<file path="config.mk">
export PLATFORM = sky130hd
export DESIGN_NAME = axi_burst_master
export DESIGN_NICKNAME = d
export VERILOG_FILES = /design/src/rtl/axi_burst_master.sv
export SDC_FILE = /design/constraint.sdc
export NUM_CORES = 1
export LEC_CHECK = 0
export CORE_MARGIN = 1.5
export CORE_UTILIZATION = 49
export CTS_BUF_LIST = sky130_fd_sc_hd__clkbuf_16
export DETAILED_ROUTE_END_ITERATION = 12
export PLACE_DENSITY = 0.8
export SYNTH_ARGS = -nofsm -noshare
export SYNTH_HDL_FRONTEND = slang
export SYNTH_SLANG_ARGS = --single-unit
</file>
<file path="constraint.sdc">
create_clock -name clk -period 3.5 [get_ports clk]
set_input_delay 0.7 -clock clk [delete_from_list [all_inputs] [get_ports clk]]
set_output_delay 0.7 -clock clk [all_outputs]
set_load 0.1 [all_outputs]
</file>
<file path="src/rtl/axi_burst_master.sv">
// AXI-style burst master with independent read and write engines.
// Each engine turns a single-cycle command into a full address/data/response
// burst. All outputs are registered.
//
// Ports:
//   clk, rst                      clock (rising edge), async active-low reset
//   rd_req/rd_addr/rd_len/rd_id   read command (rd_len = beats-1)
//   rd_busy/rd_done/rd_err        read status (done pulses, err valid with done)
//   rd_data                       read burst buffer, beat k at [k*DATA_W +: DATA_W]
//   AR*/R*                        read address and read data channels
//   wr_req/wr_addr/wr_len/wr_id   write command
//   wr_data                       write burst payload, captured at acceptance
//   wr_busy/wr_done/wr_resp       write status (done pulses, BRESP captured)
//   AW*/W*/B*                     write address, write data and response channels
module axi_burst_master #(
  parameter int unsigned ADDR_W = 8,
  parameter int unsigned DATA_W = 8,
  parameter int unsigned ID_W   = 4,
  parameter int unsigned LEN_W  = 4
) (
  input  logic                             clk,
  input  logic                             rst,
  // read command / status
  input  logic                             rd_req,
  input  logic [ADDR_W-1:0]                rd_addr,
  input  logic [LEN_W-1:0]                 rd_len,
  input  logic [ID_W-1:0]                  rd_id,
  output logic                             rd_busy,
  output logic                             rd_done,
  output logic                             rd_err,
  output logic [(2**LEN_W)*DATA_W-1:0]     rd_data,
  // read address channel
  output logic                             ARVALID,
  input  logic                             ARREADY,
  output logic [ADDR_W-1:0]                ARADDR,
  output logic [LEN_W-1:0]                 ARLEN,
  output logic [ID_W-1:0]                  ARID,
  // read data channel
  input  logic                             RVALID,
  output logic                             RREADY,
  input  logic [DATA_W-1:0]                RDATA,
  input  logic [1:0]                       RRESP,
  input  logic                             RLAST,
  // write command / status
  input  logic                             wr_req,
  input  logic [ADDR_W-1:0]                wr_addr,
  input  logic [LEN_W-1:0]                 wr_len,
  input  logic [ID_W-1:0]                  wr_id,
  input  logic [(2**LEN_W)*DATA_W-1:0]     wr_data,
  output logic                             wr_busy,
  output logic                             wr_done,
  output logic [1:0]                       wr_resp,
  // write address channel
  output logic                             AWVALID,
  input  logic                             AWREADY,
  output logic [ADDR_W-1:0]                AWADDR,
  output logic [LEN_W-1:0]                 AWLEN,
  output logic [ID_W-1:0]                  AWID,
  // write data channel
  output logic                             WVALID,
  input  logic                             WREADY,
  output logic [DATA_W-1:0]                WDATA,
  output logic                             WLAST,
  // write response channel
  input  logic                             BVALID,
  output logic                             BREADY,
  input  logic [1:0]                       BRESP
);

  localparam int unsigned MAX_BEATS = 2**LEN_W;
  localparam int unsigned CNT_W     = LEN_W + 1;
  localparam int unsigned BUF_W     = MAX_BEATS * DATA_W;

  typedef enum logic [1:0] {R_IDLE, R_ADDR, R_DATA} rd_state_t;
  typedef enum logic [1:0] {W_IDLE, W_ADDR, W_DATA, W_RESP} wr_state_t;

  // ---------------------------------------------------------------- read engine
  rd_state_t          rd_state, rd_state_d;
  logic [CNT_W-1:0]   rd_cnt, rd_cnt_d;
  logic [BUF_W-1:0]   rd_data_d;
  logic               rd_err_d;
  logic [ADDR_W-1:0]  ar_addr_d;
  logic [LEN_W-1:0]   ar_len_d;
  logic [ID_W-1:0]    ar_id_d;

  // Read next-state and datapath; the latched AR fields double as the burst length.
  always_comb begin
    rd_state_d = rd_state;
    rd_cnt_d   = rd_cnt;
    rd_data_d  = rd_data;
    rd_err_d   = rd_err;
    ar_addr_d  = ARADDR;
    ar_len_d   = ARLEN;
    ar_id_d    = ARID;
    case (rd_state)
      R_IDLE: begin
        if (rd_req) begin
          rd_state_d = R_ADDR;
          ar_addr_d  = rd_addr;
          ar_len_d   = rd_len;
          ar_id_d    = rd_id;
          rd_data_d  = '0;
          rd_err_d   = 1'b0;
          rd_cnt_d   = '0;
        end
      end
      R_ADDR: begin
        if (ARREADY) rd_state_d = R_DATA;
      end
      R_DATA: begin
        if (RVALID) begin
          // Beats beyond the requested length are dropped and flagged.
          if (rd_cnt <= {1'b0, ARLEN}) begin
            rd_data_d[rd_cnt[LEN_W-1:0]*DATA_W +: DATA_W] = RDATA;
          end else begin
            rd_err_d = 1'b1;
          end
          if (RRESP != 2'b00) rd_err_d = 1'b1;
          // Saturate rather than wrap so a runaway burst stays flagged.
          if (rd_cnt != {CNT_W{1'b1}}) rd_cnt_d = rd_cnt + CNT_W'(1);
          if (RLAST) begin
            if (rd_cnt != {1'b0, ARLEN}) rd_err_d = 1'b1;
            rd_state_d = R_IDLE;
          end
        end
      end
      default: rd_state_d = R_IDLE;
    endcase
  end

  // Read state and registered outputs.
  always_ff @(posedge clk or negedge rst) begin
    if (!rst) begin
      rd_state <= R_IDLE;
      rd_cnt   <= '0;
      rd_data  <= '0;
      rd_err   <= 1'b0;
      rd_busy  <= 1'b0;
      rd_done  <= 1'b0;
      ARVALID  <= 1'b0;
      ARADDR   <= '0;
      ARLEN    <= '0;
      ARID     <= '0;
      RREADY   <= 1'b0;
    end else begin
      rd_state <= rd_state_d;
      rd_cnt   <= rd_cnt_d;
      rd_data  <= rd_data_d;
      rd_err   <= rd_err_d;
      rd_busy  <= (rd_state_d != R_IDLE);
      rd_done  <= (rd_state == R_DATA) && (rd_state_d == R_IDLE);
      ARVALID  <= (rd_state_d == R_ADDR);
      ARADDR   <= ar_addr_d;
      ARLEN    <= ar_len_d;
      ARID     <= ar_id_d;
      RREADY   <= (rd_state_d == R_DATA);
    end
  end

  // --------------------------------------------------------------- write engine
  wr_state_t          wr_state, wr_state_d;
  logic [CNT_W-1:0]   wr_cnt, wr_cnt_d;
  logic [BUF_W-1:0]   wbuf, wbuf_d;
  logic [ADDR_W-1:0]  aw_addr_d;
  logic [LEN_W-1:0]   aw_len_d;
  logic [ID_W-1:0]    aw_id_d;
  logic [1:0]         wr_resp_d;
  logic [DATA_W-1:0]  wdata_d;
  logic               wlast_d;

  // Write next-state and datapath; W payload is precomputed from the next count
  // so WDATA/WLAST are registered and valid in the same cycle as WVALID.
  always_comb begin
    wr_state_d = wr_state;
    wr_cnt_d   = wr_cnt;
    wbuf_d     = wbuf;
    aw_addr_d  = AWADDR;
    aw_len_d   = AWLEN;
    aw_id_d    = AWID;
    wr_resp_d  = wr_resp;
    wdata_d    = '0;
    wlast_d    = 1'b0;
    case (wr_state)
      W_IDLE: begin
        if (wr_req) begin
          wr_state_d = W_ADDR;
          aw_addr_d  = wr_addr;
          aw_len_d   = wr_len;
          aw_id_d    = wr_id;
          wbuf_d     = wr_data;
          wr_cnt_d   = '0;
        end
      end
      W_ADDR: begin
        if (AWREADY) wr_state_d = W_DATA;
      end
      W_DATA: begin
        if (WREADY) begin
          wr_cnt_d = wr_cnt + CNT_W'(1);
          if (wr_cnt == {1'b0, AWLEN}) wr_state_d = W_RESP;
        end
      end
      W_RESP: begin
        if (BVALID) begin
          wr_resp_d  = BRESP;
          wr_state_d = W_IDLE;
        end
      end
      default: wr_state_d = W_IDLE;
    endcase
    if (wr_state_d == W_DATA) begin
      wdata_d = wbuf_d[wr_cnt_d[LEN_W-1:0]*DATA_W +: DATA_W];
      wlast_d = (wr_cnt_d == {1'b0, aw_len_d});
    end
  end

  // Write state and registered outputs.
  always_ff @(posedge clk or negedge rst) begin
    if (!rst) begin
      wr_state <= W_IDLE;
      wr_cnt   <= '0;
      wbuf     <= '0;
      wr_resp  <= 2'b00;
      wr_busy  <= 1'b0;
      wr_done  <= 1'b0;
      AWVALID  <= 1'b0;
      AWADDR   <= '0;
      AWLEN    <= '0;
      AWID     <= '0;
      WVALID   <= 1'b0;
      WDATA    <= '0;
      WLAST    <= 1'b0;
      BREADY   <= 1'b0;
    end else begin
      wr_state <= wr_state_d;
      wr_cnt   <= wr_cnt_d;
      wbuf     <= wbuf_d;
      wr_resp  <= wr_resp_d;
      wr_busy  <= (wr_state_d != W_IDLE);
      wr_done  <= (wr_state == W_RESP) && (wr_state_d == W_IDLE);
      AWVALID  <= (wr_state_d == W_ADDR);
      AWADDR   <= aw_addr_d;
      AWLEN    <= aw_len_d;
      AWID     <= aw_id_d;
      WVALID   <= (wr_state_d == W_DATA);
      WDATA    <= wdata_d;
      WLAST    <= wlast_d;
      BREADY   <= (wr_state_d == W_RESP);
    end
  end

endmodule

</file>
[After elaboration in Yosys (flattened, before gate mapping)]
Index checks and enable logic that the tools add are counted.
Widths: inputs -> output; s select.
Storage, ports and cells
  register bits: 323
  input bits: 182
  logic and storage cells: 102
Operators by class
  add/subtract/negate cells: 3
  $lt $le $gt $ge: 1
  equal/unequal tests: 18
  shifts and indexed selects: 3
  mux-type cells: 36
  reduce and logical (&&, ||, !) cells: 16
Operators by type and width (number)
  $mux 128: 5
  $pmux 128 s2: 1
  $bwmux 128: 1
  $shift 8x34->128 const A: 1
  $shiftx 128x8->8: 1
  $shiftx 8x34->128: 1
  $neg 7->34: 1
  $mux 5: 5
  $pmux 5 s2: 2
  $mux 2: 9
  $eq 2x2->1 const B: 6
  $add 5x1->5 const B: 2
  $eq 5x4->1: 2
  $eq 2x1->1 const B: 4
  $logic_not 2->1: 4
  $mux 4: 2
  $mux 8: 1
  $ne 2x2->1 const B: 4
  $pmux 2 s4: 1
  $reduce_and 4->1: 2
  $reduce_bool 2->1: 4
  $mux 1: 7
  $pmux 2 s3: 1
  $reduce_and 2->1: 3
  other kinds (6): 7

[Longest topological paths before layout]
  word-level depth: 7
  depth in mapped cells: 11
  mapped depth without buffers: 9

[Least setup slack after synthesis]
Ideal clock, no wire load.
  kind: reg-to-reg
  start: register ARLEN[2]
  end: register rd_data[112]
  library setup time: 0.071 ns
  data arrival time: 3.080 ns
  required time: 3.429 ns
  slack: 0.349 ns
  stages on the path, launching flop included: 10
  path buffers: 0
  clock period less this slack: 3.151 ns
  cells stage by stage: dfrtp_1 > inv_1 > ha_1 > a21o_1 > a211oi_1 > o21ai_1 > a31o_2 > or4_4 > nor2_4 > a32o_1
On the way
  word-level cells in the longest chain between the ends: 3
Ends and longest elaborated chain
  start, declared: RTL line 36  | output logic [LEN_W-1:0] ARLEN,
  start signal, assigned: RTL line 154  | ARLEN <= ar_len_d;
  $le 5x4->1: RTL line 113  | if (rd_cnt <= {1'b0, ARLEN}) begin
  $ne 2x2->1 (no source line)
  $reduce_and 4->1 (no source line)
  end signal, assigned: RTL line 148  | rd_data <= rd_data_d;
  end, declared: RTL line 31  | output logic [(2**LEN_W)*DATA_W-1:0] rd_data,
No other way between the ends.
A chain may end at the register's enable or synchronous reset.

[Worst setup path after layout]
  start: register rd_cnt[2]
  end: register rd_data[66]
On the way
  word-level cells in the longest chain between the ends: 6
  elaborated cells on any way between the ends: 10
  those cells by class: 1 x add/sub; 1 x order compare; 1 x eq/ne; 2 x shift; 4 x mux; 1 x reduce/logical
Ends and longest elaborated chain
  start, declared: RTL line 79  | logic [CNT_W-1:0] rd_cnt, rd_cnt_d;
  start signal, assigned: RTL line 147  | rd_cnt <= rd_cnt_d;
  $neg 7->34: RTL line 114  | rd_data_d[rd_cnt[LEN_W-1:0]*DATA_W +: DATA_W] = RDATA;
  $shiftx 8x34->128 / $shift 8x34->128 (equally long branches): RTL line 114
  $bwmux 128: RTL line 114
  $mux 128: RTL line 113
  $mux 128: RTL line 111  | if (RVALID) begin
  $pmux 128 s2: RTL line 95  | case (rd_state)
Parallel ways exist; a longest one is shown, timed or not. The select of a mux whose other input is x is not followed.

==> impl_results.md <==
- Status: completed
- Die X: 171 microns
- Clock buffer count from CTS: 35
- Post-CTS setup buffer count: 0
- Global-route wire length before repair: ~67,000 microns
- IR drop worst, VDD: ~0.62 mV
- Worst EP arrival: 3340 ps
- Simple-gate share of the synthesized area: about 21%
- CTS tree: yes
- Final Skew: 22.2 ps
- Post-synth EDFFs: 0
- Post-synthesis mux area share: between 3 and 4%
- I/O pin count: approximately 360
- Syn Nets: 1,589
- Post-route minimum period: between 2000 and 3000 ps
- Seq cells post-synth: around 320
- PwrDens: about 870 mW/mm^2
- Max Buffers Root-to-Sink: 3
- H-Tree Depth: 2
- Final nets: slightly below 2,000
- Layout area overhead: 36.3%
- Synthesis warning total: 0
- Die footprint: just under 0.03 sq mm
- Ys flop type: dfrtp_1
- Lkg Pwr: slightly below 9 nW
- Syn Inst Count: approximately 1,400
- Post-CTS Resized: 0
- ANT nets after route: 0
- Largest family of logic cells by synthesized area: simple AND/OR/NAND/NOR gates
- Layout cell share with drive strength beyond 1: around 9.7%
- Fillers: roughly 2,100
- Worst Hold Class: in2async
- Critical path endpoint category: flop
- # setup viols final: 0
- Final setup TNS: 0 ps
- Hold_ws: between 150 and 200 ps
- Final Hold Fails: 0
- Slowest stage delay, CP: 560 ps
- Initial antenna violation count: 7
- Worst slew margin: 31.3%
- Dpl ws: roughly 320 ps
- Post-Synth XOR/XNOR Area: less than 1%
- Final wirelength: 44,300 microns
- Syn_area_per_cell: between 9 and 10 sq um
- Port bufs: roughly 360
- Worst Path Required: approximately 4000 ps
- Synth Area in Compound Gates: a little over an eighth
- Design Power: ~0.016 W
- Clock transition at the registers of the reported paths: about 60 ps
- Root Driver: clkbuf_16
- Fin cells: roughly 2,200
- Cells after DPL: 2,090
- Async SR Flop Fraction: between 90% and 100%
- Total global routing overflow: 0
- Clk_lat worst skew: 530 ps
- Netlist Area Pre-Place: around 0.014 sq mm
- Post-synthesis adder-cell area fraction: less than 1%
- Largest net degree at the start of global routing: 89
- Die span in y: around 170 microns
- Row count: 61
- Number of max-cap violations: 0
- Slew @ Worst Pin: 1030 ps
- Sequential area share after synthesis: between 50% and 60%
- Slew Viols, Final: 0
- CP cell instances: ha_1, a21o_1, a211oi_1, o21ai_1, a31o_2, or2_1, nor3_2, a22o_1
- WS Path Type: reg2reg
- Core area: ~0.028 sq mm
- Period utilization: 82.4%
- Hpwl dp: 31,300 microns
- First drt pass iteration count: 5
- Via count: 12,100
- Slowest stage cell, crit path: dfrtp_1
- TritonCTS Sinks: roughly 320
- CP startpoint kind: flop
- Vias/cell: approximately 5.6
- Routability cong.: around 0.90
- GRT Util Overall: a little under a third
- Synth unique cells: 63
- Fmax: ~350 MHz
- Worst-path fanout max: 9
- DRC violations left: 0
- Drt wl/cell: about 21 microns
- RSZ-0062 raised after global routing: no
- Initial Utilization: 49.8%
- Hold-fix buffers at CTS: 0
- Vias in the first global route: between 10,000 and 15,000
- DR iter-0 viols: roughly 1,100
- Final worst setup slack: a little over 600 ps
cell type report:
cell class / instances / area (sq um) / area share (%)
multi-input combinational: 979 / 5380 / 28.5
inverter: 15 / 58.8 / 0.312
sequential: 323 / 8080 / 42.9
clock inverter: 25 / 121 / 0.644
antenna: 5 / 12.5 / 0.0664
timing repair buffer: 395 / 3820 / 20.3
clock buffer: 36 / 901 / 4.78
tap: 378 / 473 / 2.51
where the power goes:
group	switching, W	total [W]	internal, W
clock	0.00150	0.00337	0.00186
combinational	0.00529	0.00739	0.00210
sequential	0.000755	0.00555	0.00480
layer usage:
metal,routed length [microns],share of wire [%],vias to the layer above,GRT usage (%)
met2,21200,48,568,49.6
met5,23,0.052,-,0
met4,1870,4.2,4,12.9
met3,4100,9.3,122,9.18
met1,17100,39,5918,36.5
li1,-,-,5468,-
final timing paths:
check	from	depth (start not counted)	endpoint	slack (ps)
setup / recovery	rd_cnt[2]	8	rd_data[66]	610
hold / removal	rst	1	wr_resp[0]	160
setup reg to reg	rd_cnt[2]	8	rd_data[66]	610
hold reg to reg	wbuf[108]	2	wbuf[108]	470
max in group asynchronous	rst	2	rd_data[77]	2380
min in group clk	wbuf[108]	2	wbuf[108]	470
synth_stat cells (3+ instances only):
cell type | count | area (sq um)
buf_1 | 11 | 41.3
xnor2_1 | 6 | 52.6
inv_1 | 11 | 41.3
a211oi_1 | 4 | 30.0
and3_1 | 4 | 25.0
a21oi_1 | 14 | 70.1
buf_2 | 12 | 60.1
nand4_1 | 8 | 50.1
o21ai_0 | 29 | 145
o211ai_1 | 5 | 37.5
nor3_1 | 8 | 40.0
o2111ai_1 | 5 | 43.8
o22ai_1 | 3 | 18.8
inv_2 | 3 | 11.3
a21o_1 | 3 | 22.5
a32o_1 | 34 | 340
ha_1 | 9 | 113
and3b_1 | 4 | 35.0
a22o_1 | 88 | 771
nand3_1 | 27 | 135
or2_1 | 3 | 18.8
and2_1 | 3 | 18.8
nand2_1 | 569 | 2140
o221ai_1 | 4 | 35.0
xor2_1 | 3 | 26.3
clkbuf_1 | 57 | 214
nor2_1 | 25 | 93.8
nor3_2 | 8 | 80.1
mux2i_1 | 24 | 240
a32oi_1 | 4 | 35.0
dfrtp_1 | 323 | 8080
a31oi_1 | 9 | 56.3
nor2_4 | 6 | 67.6
o21ai_1 | 17 | 85.1
mux2_2 | 15 | 169
nor2b_1 | 4 | 25.0
o21a_1 | 3 | 22.5
per-stage QoR:
stage | util, % | cell area, sq um
finish | 67.8 | 18800
global route | 67.8 | 18800
CTS | 67.8 | 18800
detailed placement | 64.1 | 17800
global placement | 64.1 | 17800
floorplan | - | 13800
cells by family (layout without fill, tap and decap cells):
kind of cell	Yosys count	in the layout
AND/OR/NAND/NOR	685	685
flip-flops	323	323
AO/OA/AOI/OAI	236	236
buffers and inverters	96	471
multiplexers	40	40
adder cells (fa/ha/maj)	9	9
XOR/XNOR	9	9
other	0	5
critical path, delay by kind of cell (launching register included):
family          cells  cell delay [ps]
flops               1              560
fa+ha+maj           1              330
compound gates      5             1090
simple gates        2              840
placed cells by master, fill, tap and decap left out, types with 4 or more instances in the layout:
cell type	n
o21ai_0	29
ha_1	9
nor3_2	8
o221ai_1	4
diode_2	5
buf_4	72
a32oi_1	4
o211ai_1	5
dfrtp_1	323
a32o_1	34
nor2b_1	4
nand3_1	27
a31oi_1	9
clkdlybuf4s50_1	318
buf_12	4
and3b_1	4
nor2_1	25
xnor2_1	6
a21oi_1	14
nand4_1	8
inv_1	18
clkinv_2	8
clkinv_1	8
o21ai_1	17
a211oi_1	4
mux2_2	15
a22o_1	88
clkbuf_16	36
mux2i_1	24
nand2_1	569
and3_1	4
o2111ai_1	5
nor2_4	6
nor3_1	8
flip-flops by register name (all words and copies together), names as in the netlist, 2 cells and up:
name      cells
rd_data     128
wbuf        128
ARADDR        8
AWADDR        8
WDATA         8
rd_cnt        5
wr_cnt        5
ARID          4
ARLEN         4
AWID          4
AWLEN         4
rd_state      2
wr_resp       2
wr_state      2
Note: power is estimated with default switching activity, not from simulation.
